## src/rtl/cpu_control_fsm_pkg.sv

```systemverilog
// Shared CPU definitions: state encodings, opcode values and opcode classification.
package cpu_defs;

    typedef enum logic [2:0] {
        ST_IDLE      = 3'd0,
        ST_FETCH     = 3'd1,
        ST_DECODE    = 3'd2,
        ST_EXECUTE   = 3'd3,
        ST_MEMORY    = 3'd4,
        ST_WRITEBACK = 3'd5,
        ST_HALT      = 3'd6
    } state_t;

    typedef enum logic [2:0] {
        CLS_NOP,
        CLS_ALU,
        CLS_LOAD,
        CLS_STORE,
        CLS_JMP,
        CLS_BEQZ,
        CLS_HALT
    } op_class_t;

    localparam logic [3:0] OP_NOP   = 4'b0000;
    localparam logic [3:0] OP_LOAD  = 4'b1000;
    localparam logic [3:0] OP_STORE = 4'b1001;
    localparam logic [3:0] OP_JMP   = 4'b1010;
    localparam logic [3:0] OP_BEQZ  = 4'b1011;
    localparam logic [3:0] OP_HALT  = 4'b1111;

    // 0001-0111 are ALU operations; 1100-1110 are reserved and behave as NOP.
    function automatic op_class_t op_class(input logic [3:0] op);
        op_class_t cls;
        cls = CLS_NOP;
        if (op == OP_HALT)        cls = CLS_HALT;
        else if (op == OP_LOAD)   cls = CLS_LOAD;
        else if (op == OP_STORE)  cls = CLS_STORE;
        else if (op == OP_JMP)    cls = CLS_JMP;
        else if (op == OP_BEQZ)   cls = CLS_BEQZ;
        else if (op[3] == 1'b0 && op != OP_NOP) cls = CLS_ALU;
        return cls;
    endfunction

endpackage

```

## src/rtl/cpu_control_fsm_sat_counter16.sv

```systemverilog
// 16-bit up-counter that sticks at all-ones instead of wrapping.
module sat_counter16 (
    input  logic        clk,
    input  logic        rst,
    input  logic        en,
    output logic [15:0] count
);

    // Count enabled cycles, saturating at 16'hFFFF.
    always_ff @(posedge clk) begin
        if (rst)
            count <= '0;
        else if (en && count != '1)
            count <= count + 16'd1;
    end

endmodule

```

## src/rtl/cpu_control_fsm.sv

```systemverilog
// Multi-cycle CPU control sequencer: FETCH/DECODE/EXECUTE/MEMORY/WRITEBACK with HALT.
// Strobes are registered from the next state, so each strobe is high exactly
// during the state it belongs to and none follows mem_ready combinationally.
module cpu_control_fsm
    import cpu_defs::*;
(
    input  logic        clk,
    input  logic        rst,
    input  logic        run,
    input  logic [3:0]  opcode,
    input  logic        zero,
    input  logic        mem_ready,
    output logic        mem_req,
    output logic        mem_we,
    output logic        ir_load,
    output logic        alu_en,
    output logic        rf_we,
    output logic        ldpc,
    output logic        jump,
    output logic        busy,
    output logic        halted,
    output logic [2:0]  state,
    output logic [15:0] retired
);

    state_t     state_q;
    state_t     nxt;
    logic [3:0] op_q;
    logic [3:0] op_nxt;
    logic       zero_q;
    logic       zero_nxt;
    op_class_t  cls_nxt;

    assign state = state_q;

    // Next-state selection plus the opcode/zero values that will be held next cycle.
    always_comb begin
        nxt      = ST_IDLE;
        op_nxt   = (state_q == ST_DECODE)  ? opcode : op_q;
        zero_nxt = (state_q == ST_EXECUTE) ? zero   : zero_q;
        case (state_q)
            ST_IDLE:      nxt = run ? ST_FETCH : ST_IDLE;
            ST_FETCH:     nxt = mem_ready ? ST_DECODE : ST_FETCH;
            ST_DECODE:    nxt = (opcode == OP_HALT) ? ST_HALT : ST_EXECUTE;
            ST_EXECUTE:   nxt = (op_class(op_q) == CLS_LOAD || op_class(op_q) == CLS_STORE)
                                ? ST_MEMORY : ST_WRITEBACK;
            ST_MEMORY:    nxt = mem_ready ? ST_WRITEBACK : ST_MEMORY;
            ST_WRITEBACK: nxt = run ? ST_FETCH : ST_IDLE;
            ST_HALT:      nxt = ST_HALT;
            default:      nxt = ST_IDLE;
        endcase
        cls_nxt = op_class(op_nxt);
    end

    // State, latched opcode/zero and Moore strobes decoded for the upcoming state.
    always_ff @(posedge clk) begin
        if (rst) begin
            state_q <= ST_IDLE;
            op_q    <= '0;
            zero_q  <= 1'b0;
            mem_req <= 1'b0;
            mem_we  <= 1'b0;
            ir_load <= 1'b0;
            alu_en  <= 1'b0;
            rf_we   <= 1'b0;
            ldpc    <= 1'b0;
            jump    <= 1'b0;
            busy    <= 1'b0;
            halted  <= 1'b0;
        end else begin
            state_q <= nxt;
            op_q    <= op_nxt;
            zero_q  <= zero_nxt;
            mem_req <= (nxt == ST_FETCH) || (nxt == ST_MEMORY);
            mem_we  <= (nxt == ST_MEMORY) && (cls_nxt == CLS_STORE);
            ir_load <= (nxt == ST_DECODE);
            alu_en  <= (nxt == ST_EXECUTE) &&
                       (cls_nxt == CLS_ALU || cls_nxt == CLS_LOAD || cls_nxt == CLS_STORE);
            rf_we   <= (nxt == ST_WRITEBACK) && (cls_nxt == CLS_ALU || cls_nxt == CLS_LOAD);
            ldpc    <= (nxt == ST_WRITEBACK);
            jump    <= (nxt == ST_WRITEBACK) &&
                       (cls_nxt == CLS_JMP || (cls_nxt == CLS_BEQZ && zero_nxt));
            busy    <= (nxt != ST_IDLE) && (nxt != ST_HALT);
            halted  <= (nxt == ST_HALT);
        end
    end

    sat_counter16 u_retired (
        .clk   (clk),
        .rst   (rst),
        .en    (state_q == ST_WRITEBACK),
        .count (retired)
    );

endmodule
```

## config.mk

```make
export PLATFORM = sky130hd
export DESIGN_NAME = cpu_control_fsm
export DESIGN_NICKNAME = d
export VERILOG_FILES = /design/src/rtl/cpu_control_fsm_pkg.sv /design/src/rtl/cpu_control_fsm_sat_counter16.sv /design/src/rtl/cpu_control_fsm.sv
export SDC_FILE = /design/constraint.sdc
export NUM_CORES = 1
export LEC_CHECK = 0
export CAP_MARGIN = 10
export CORE_MARGIN = 2
export CORE_UTILIZATION = 45
export CTS_CLUSTER_SIZE = 28
export DETAILED_ROUTE_END_ITERATION = 12
export PLACE_DENSITY = 0.8
export SETUP_SLACK_MARGIN = 0.05
export SYNTH_ARGS = -nofsm -noshare
export SYNTH_HDL_FRONTEND = slang
export SYNTH_SLANG_ARGS = --single-unit
```

## constraint.sdc

```tcl
create_clock -name clk -period 1.7 [get_ports clk]
set_clock_uncertainty 0.15 [all_clocks]
set_input_delay 0.255 -clock clk [delete_from_list [all_inputs] [get_ports clk]]
set_output_delay 0.255 -clock clk [all_outputs]
set_load 0.03 [all_outputs]
```

# == Yosys cells after proc, flatten, opt, wreduce, memory -nomap -nowiden ==
# Cells that the tools add are included.
# word_totals
word_cells,88
rom_bits,0
inputBits,9
ramBits,0
out_inout_bits,28
latchBits,0
register_bits,33
memories,0
# op_classes
n_div,0
n_eq_ne,32
bitwise_logic,2
reduce_logical,19
muxes,21
n_addsub,1
n_lt_le_gt_ge,0
n_mul,0
shifts,0
# ops
op,count
"4-bit == test, second input constant",11
3-bit two-way mux,12
"3-bit by 2-bit == test with 1-bit output, second input constant",8
"3-bit == test, second input constant",8
3-bit one-hot mux with 6 select lines,1
"16-bit by 1-bit adder with 16-bit output, second input constant",1
"16-bit inequality test, second input constant",1
"3-bit by 1-bit == test with 1-bit output, second input constant",3
1-bit logical AND,9
4-bit nonzero test,2
1-bit two-way mux,6
1-bit logical OR,5
4-bit two-way mux,1
3-bit zero test,1
"3-bit inequality test, second input constant",1
3-bit nonzero test,1
2-bit two-way mux,1
1-bit inverter,2
2-bit OR reduction,1

# == Logic depth before layout (Yosys ltp) ==
# logic_depth
depth_word,15
depth_mapped,6
ltp_nobuf,5

# == Modules after synthesis ==
# Synthesis repeated with hierarchy kept, for this count alone.
# hier_totals
hier_cells,180
hier_area_um2,1632.8
# modules_own_cells
module,n_inst,area_per_inst_um2,cells_each,seq_area_each_um2
sat_counter16,1,848.3,99,320.3
cpu_control_fsm,1,784.5,81,340.3

# == Least setup slack after synthesis ==
# No wires, ideal clock.
# synth_path
path_type,register to register
from,reg u_retired.count[6]
to,reg u_retired.count[13]
setup_ns,0.071
setup_slack_ns,-0.439
n_path_buf,0
stages_incl_launch_ff,5
required_time_ns,1.479
arrival_time_ns,1.918
period_less_slack_ns,2.139
cell_sequence,dfxtp_1 nand3_2 or4_4 or4_1 a21oi_1
# synth_via
elab_chain_len,2
word_cells_on_any_way,3
classes_between,add/sub: 1; eq/ne: 1; reduce/logical: 1
# synth_rtl
item,line_no,text
start: declaration,cpu_control_fsm_sat_counter16.sv:6,output logic [15:0] count
start signal: assignment,cpu_control_fsm_sat_counter16.sv:14,count <= count + 16'd1;
"parallel branches: the longest is 2 deep, another holds 16-bit by 1-bit adder with 16-bit output",-,
# Several ways; the timed one is not identified.
# A chain may end at the register's enable or synchronous reset.

# == Final worst setup path ==
# layout_path
from,reg state_q[1] (netlist: state[1])
to,reg u_retired.count[13]
# layout_via
elab_chain_len,2
# layout_rtl
item,line_no,text
start: declaration,cpu_control_fsm.sv:26,state_t state_q;
start signal: assignment,cpu_control_fsm.sv:71,state_q <= nxt;
3-bit == test,cpu_control_fsm.sv:91,".en (state_q == ST_WRITEBACK),"
1-bit logical AND,cpu_control_fsm_sat_counter16.sv:13,else if (en && count != '1)
# No other way between the ends.

==> flow_summary.toml <==
[power_and_ir_drop]
seq_power_share_pct = 41.1
p_sw_share_pct = 29.01
power_frac_clock_pct = 36.2
internal_power_w = 0.001383
p_switching_w = 0.0005652
p_per_area_mw_per_mm2 = 642.2
power.static_leakage_nw = 1.324
combinationalPowerShare_pct = 22.7
irDropWorstVdd_mv = 0.6603

[logic_synthesis]
synth_edf_count = 0
synth_cells = 194
syn_avg_cell_area_um2 = 8.584
synth_flop_cell = "dfxtp_1"
ys.warnings.count = 0
synthArstFlopShare_pct = 0
netlist.area_leader.share_pct = 39.67
yosys-top-cells-area = "dfxtp_1, nor2_1, a21oi_1, mux2i_1, nand4_1"
synth_common_cells = "dfxtp_1, nor2_1, a21oi_1, nor3_1"
ys_ff_latch = 33
synthDistinctLibCells = 50
synth_top_area_cell = "dfxtp_1"
yosysSeqAreaShare_pct = 39.67
synth_fp_nets = 204
syn_area_mm2 = 0.001665
yosysMostFrequentCell = "dfxtp_1"

[floorplan]
die_x_um = 64.84
start_util_pct = 46.18
die_area_mm2 = 0.004204
die-height_um = 64.84
fp-row-count = 22
pin_count = 37
core_area_mm2 = 0.003606

[min_path]
min_path_type = "primary input to register"
hold_path_depth = 4

[clocking]
clock_path_buffers = 2
path_clk_slew_ns = 0.07
htree_levels = 2
cts_buffers = 5
cts.sinks = 33
cts_tree = "built"
root_buffer = "clkbuf_8"
ctsHoldBuffers = 0
clock_latency_ns = 0.30

[run_status]
outcome = "finished, violations left"
violations = "negative setup slack"

[detailed_routing]
wl_um = 6103
wl_per_cell_um = 17.49
drt_iter0_drc = 156
ant_nets = 0
dr.pass1.iters = 4
drc = 0
vias = 2098
via_per_inst = 6.011

[sta]
setup_viol = 16
min_period_ns = 1.862
rsz0062_at_grt = "true"
slew_viol_final = 0
max_freq_ghz = 0.5370
hold-worst-slack_ns = 0.2418
post-route-period-util_pct = 109.5
tightest_slew_ns = 0.4933
hold_violations = 0
setup_slack_ns = -0.1621
max_slew_margin_pct = 66.84

[critical_path]
worstSetupPathType = "register to register"
end_kind = "register"
worstPathArrival_ns = 1.94
ff2ff_path_depth = 4
r2r_setup_slack_ns = -0.16
critPathMaxFanout = 4
cp-start-kind = "register"
required_ns = 1.78

[placement]
dp_hpwl_um = 3390
portBuffers = 36
gp_congestion = 0.8480
preCtsSetupSlack_ns = -0.3794

[finish]
area_growth_pct = 82.19
diodes = 0
finish.utilization_pct = 84.14
fillCellCount = 213
num-nets-final = 310
drive_above_1_share_pct = 47.84

[grt]
grt_usage_pct = 27.40
grt_pass1_wl_um = 8714
antenna_found_initial = 0
grt_max_degree = 17
grt_pass1_vias = 1930
grt_overflow = 0

[job]
drv_cap = 0
cell type report:
type | instances | area (µm²) | area share, %
multi-input combinational | 146 | 1194 | 39.34
clock buffer | 6 | 93.84 | 3.093
timing repair buffer | 108 | 935.9 | 30.85
inverter | 6 | 22.52 | 0.7423
sequential | 33 | 711.9 | 23.46
tap | 48 | 60.06 | 1.979
clock inverter | 2 | 16.27 | 0.5361
kinds of logic (layout without fill, tap and decap cells):
group	Yosys count	in the layout	share of synthesized area, %
compound gates	49	49	20.59
flops	33	33	39.67
simple gates	90	90	31.71
mux	6	6	3.682
fa+ha+maj	1	1	0.7512
buf+inv	15	122	3.606
power by group through the flow:
stage | Clock (W) | Combinational (W) | Sequential [W]
floorplan | 0 | 0.000125 | 0.000846
finish | 0.000706 | 0.000441 | 0.000801
global placement | 0 | 0.000284 | 0.000822
CTS | 0.000713 | 0.000390 | 0.000799
global route | 0.000761 | 0.000463 | 0.000804
detailed placement | 0 | 0.000287 | 0.000822
worst max-delay path, stage by stage (launching register included):
cell      delay, ns
dfxtp_4        0.35
nand3b_4       0.15
or4_4          0.52
or4_4          0.50
a21oi_2        0.12
final timing paths:
kind / start / end
min reg2reg: u_retired.count[9] / u_retired.count[9]
min: opcode[1] / op_q[1]
max reg2reg: state[1] / u_retired.count[13]
max: state[1] / u_retired.count[13]
layer usage:
layer,part of all wire (%),up-vias,track usage [%]
met5,0,-,0
met4,2.5,0,14.89
met3,5.0,16,6.944
met2,54,87,50.39
met1,38,1026,28.06
li1,-,969,-
per-stage QoR:
| stage | area [µm²] | power (W) | std cells | TNS [ns] |
|---|---|---|---|---|
| final | 3034 | 0.001948 | 349 | -1.060 |
| after detailed placement | 2512 | 0.001109 | 317 | -3.149 |
| after floorplan | 1798 | 0.0009709 | 194 | -0.4636 |
| after global placement | 2512 | 0.001106 | 317 | -2.726 |
| after global routing | 3034 | 0.002028 | 349 | -2.250 |
| after CTS | 2841 | 0.001902 | 339 | -0.6189 |
layout by cell type, fill, tap and decap left out, drive strengths merged, types with 6 or more instances in the layout:
cell,Yosys,routed
buf,4,75
dfxtp,33,33
dlygate4sd2,0,22
nor2,19,19
a21oi,11,11
nand3,10,10
nor3,10,10
nand4,8,8
nand2,8,8
nor4,8,8
clkbuf,5,7
o21ai,6,6
a31oi,6,6
or4,6,6
what timing repair did:
action	in CTS	in global routing
pin swaps	16	19
endpoints found under the hold margin	0	0
gates resized for setup	62	35
cloned	1	0
setup buffers	14	10
endpoints found under the setup margin	46	32
state kept, by name (all words and copies together) (netlist names):
signal and cells:
ldpc 1, u_retired.count 16, mem_we 1, state 3, mem_req 1, jump 1, zero_q 1, rf_we 1
halted 1, op_q 4, ir_load 1, busy 1, alu_en 1
(Power assumes the default switching activity.)
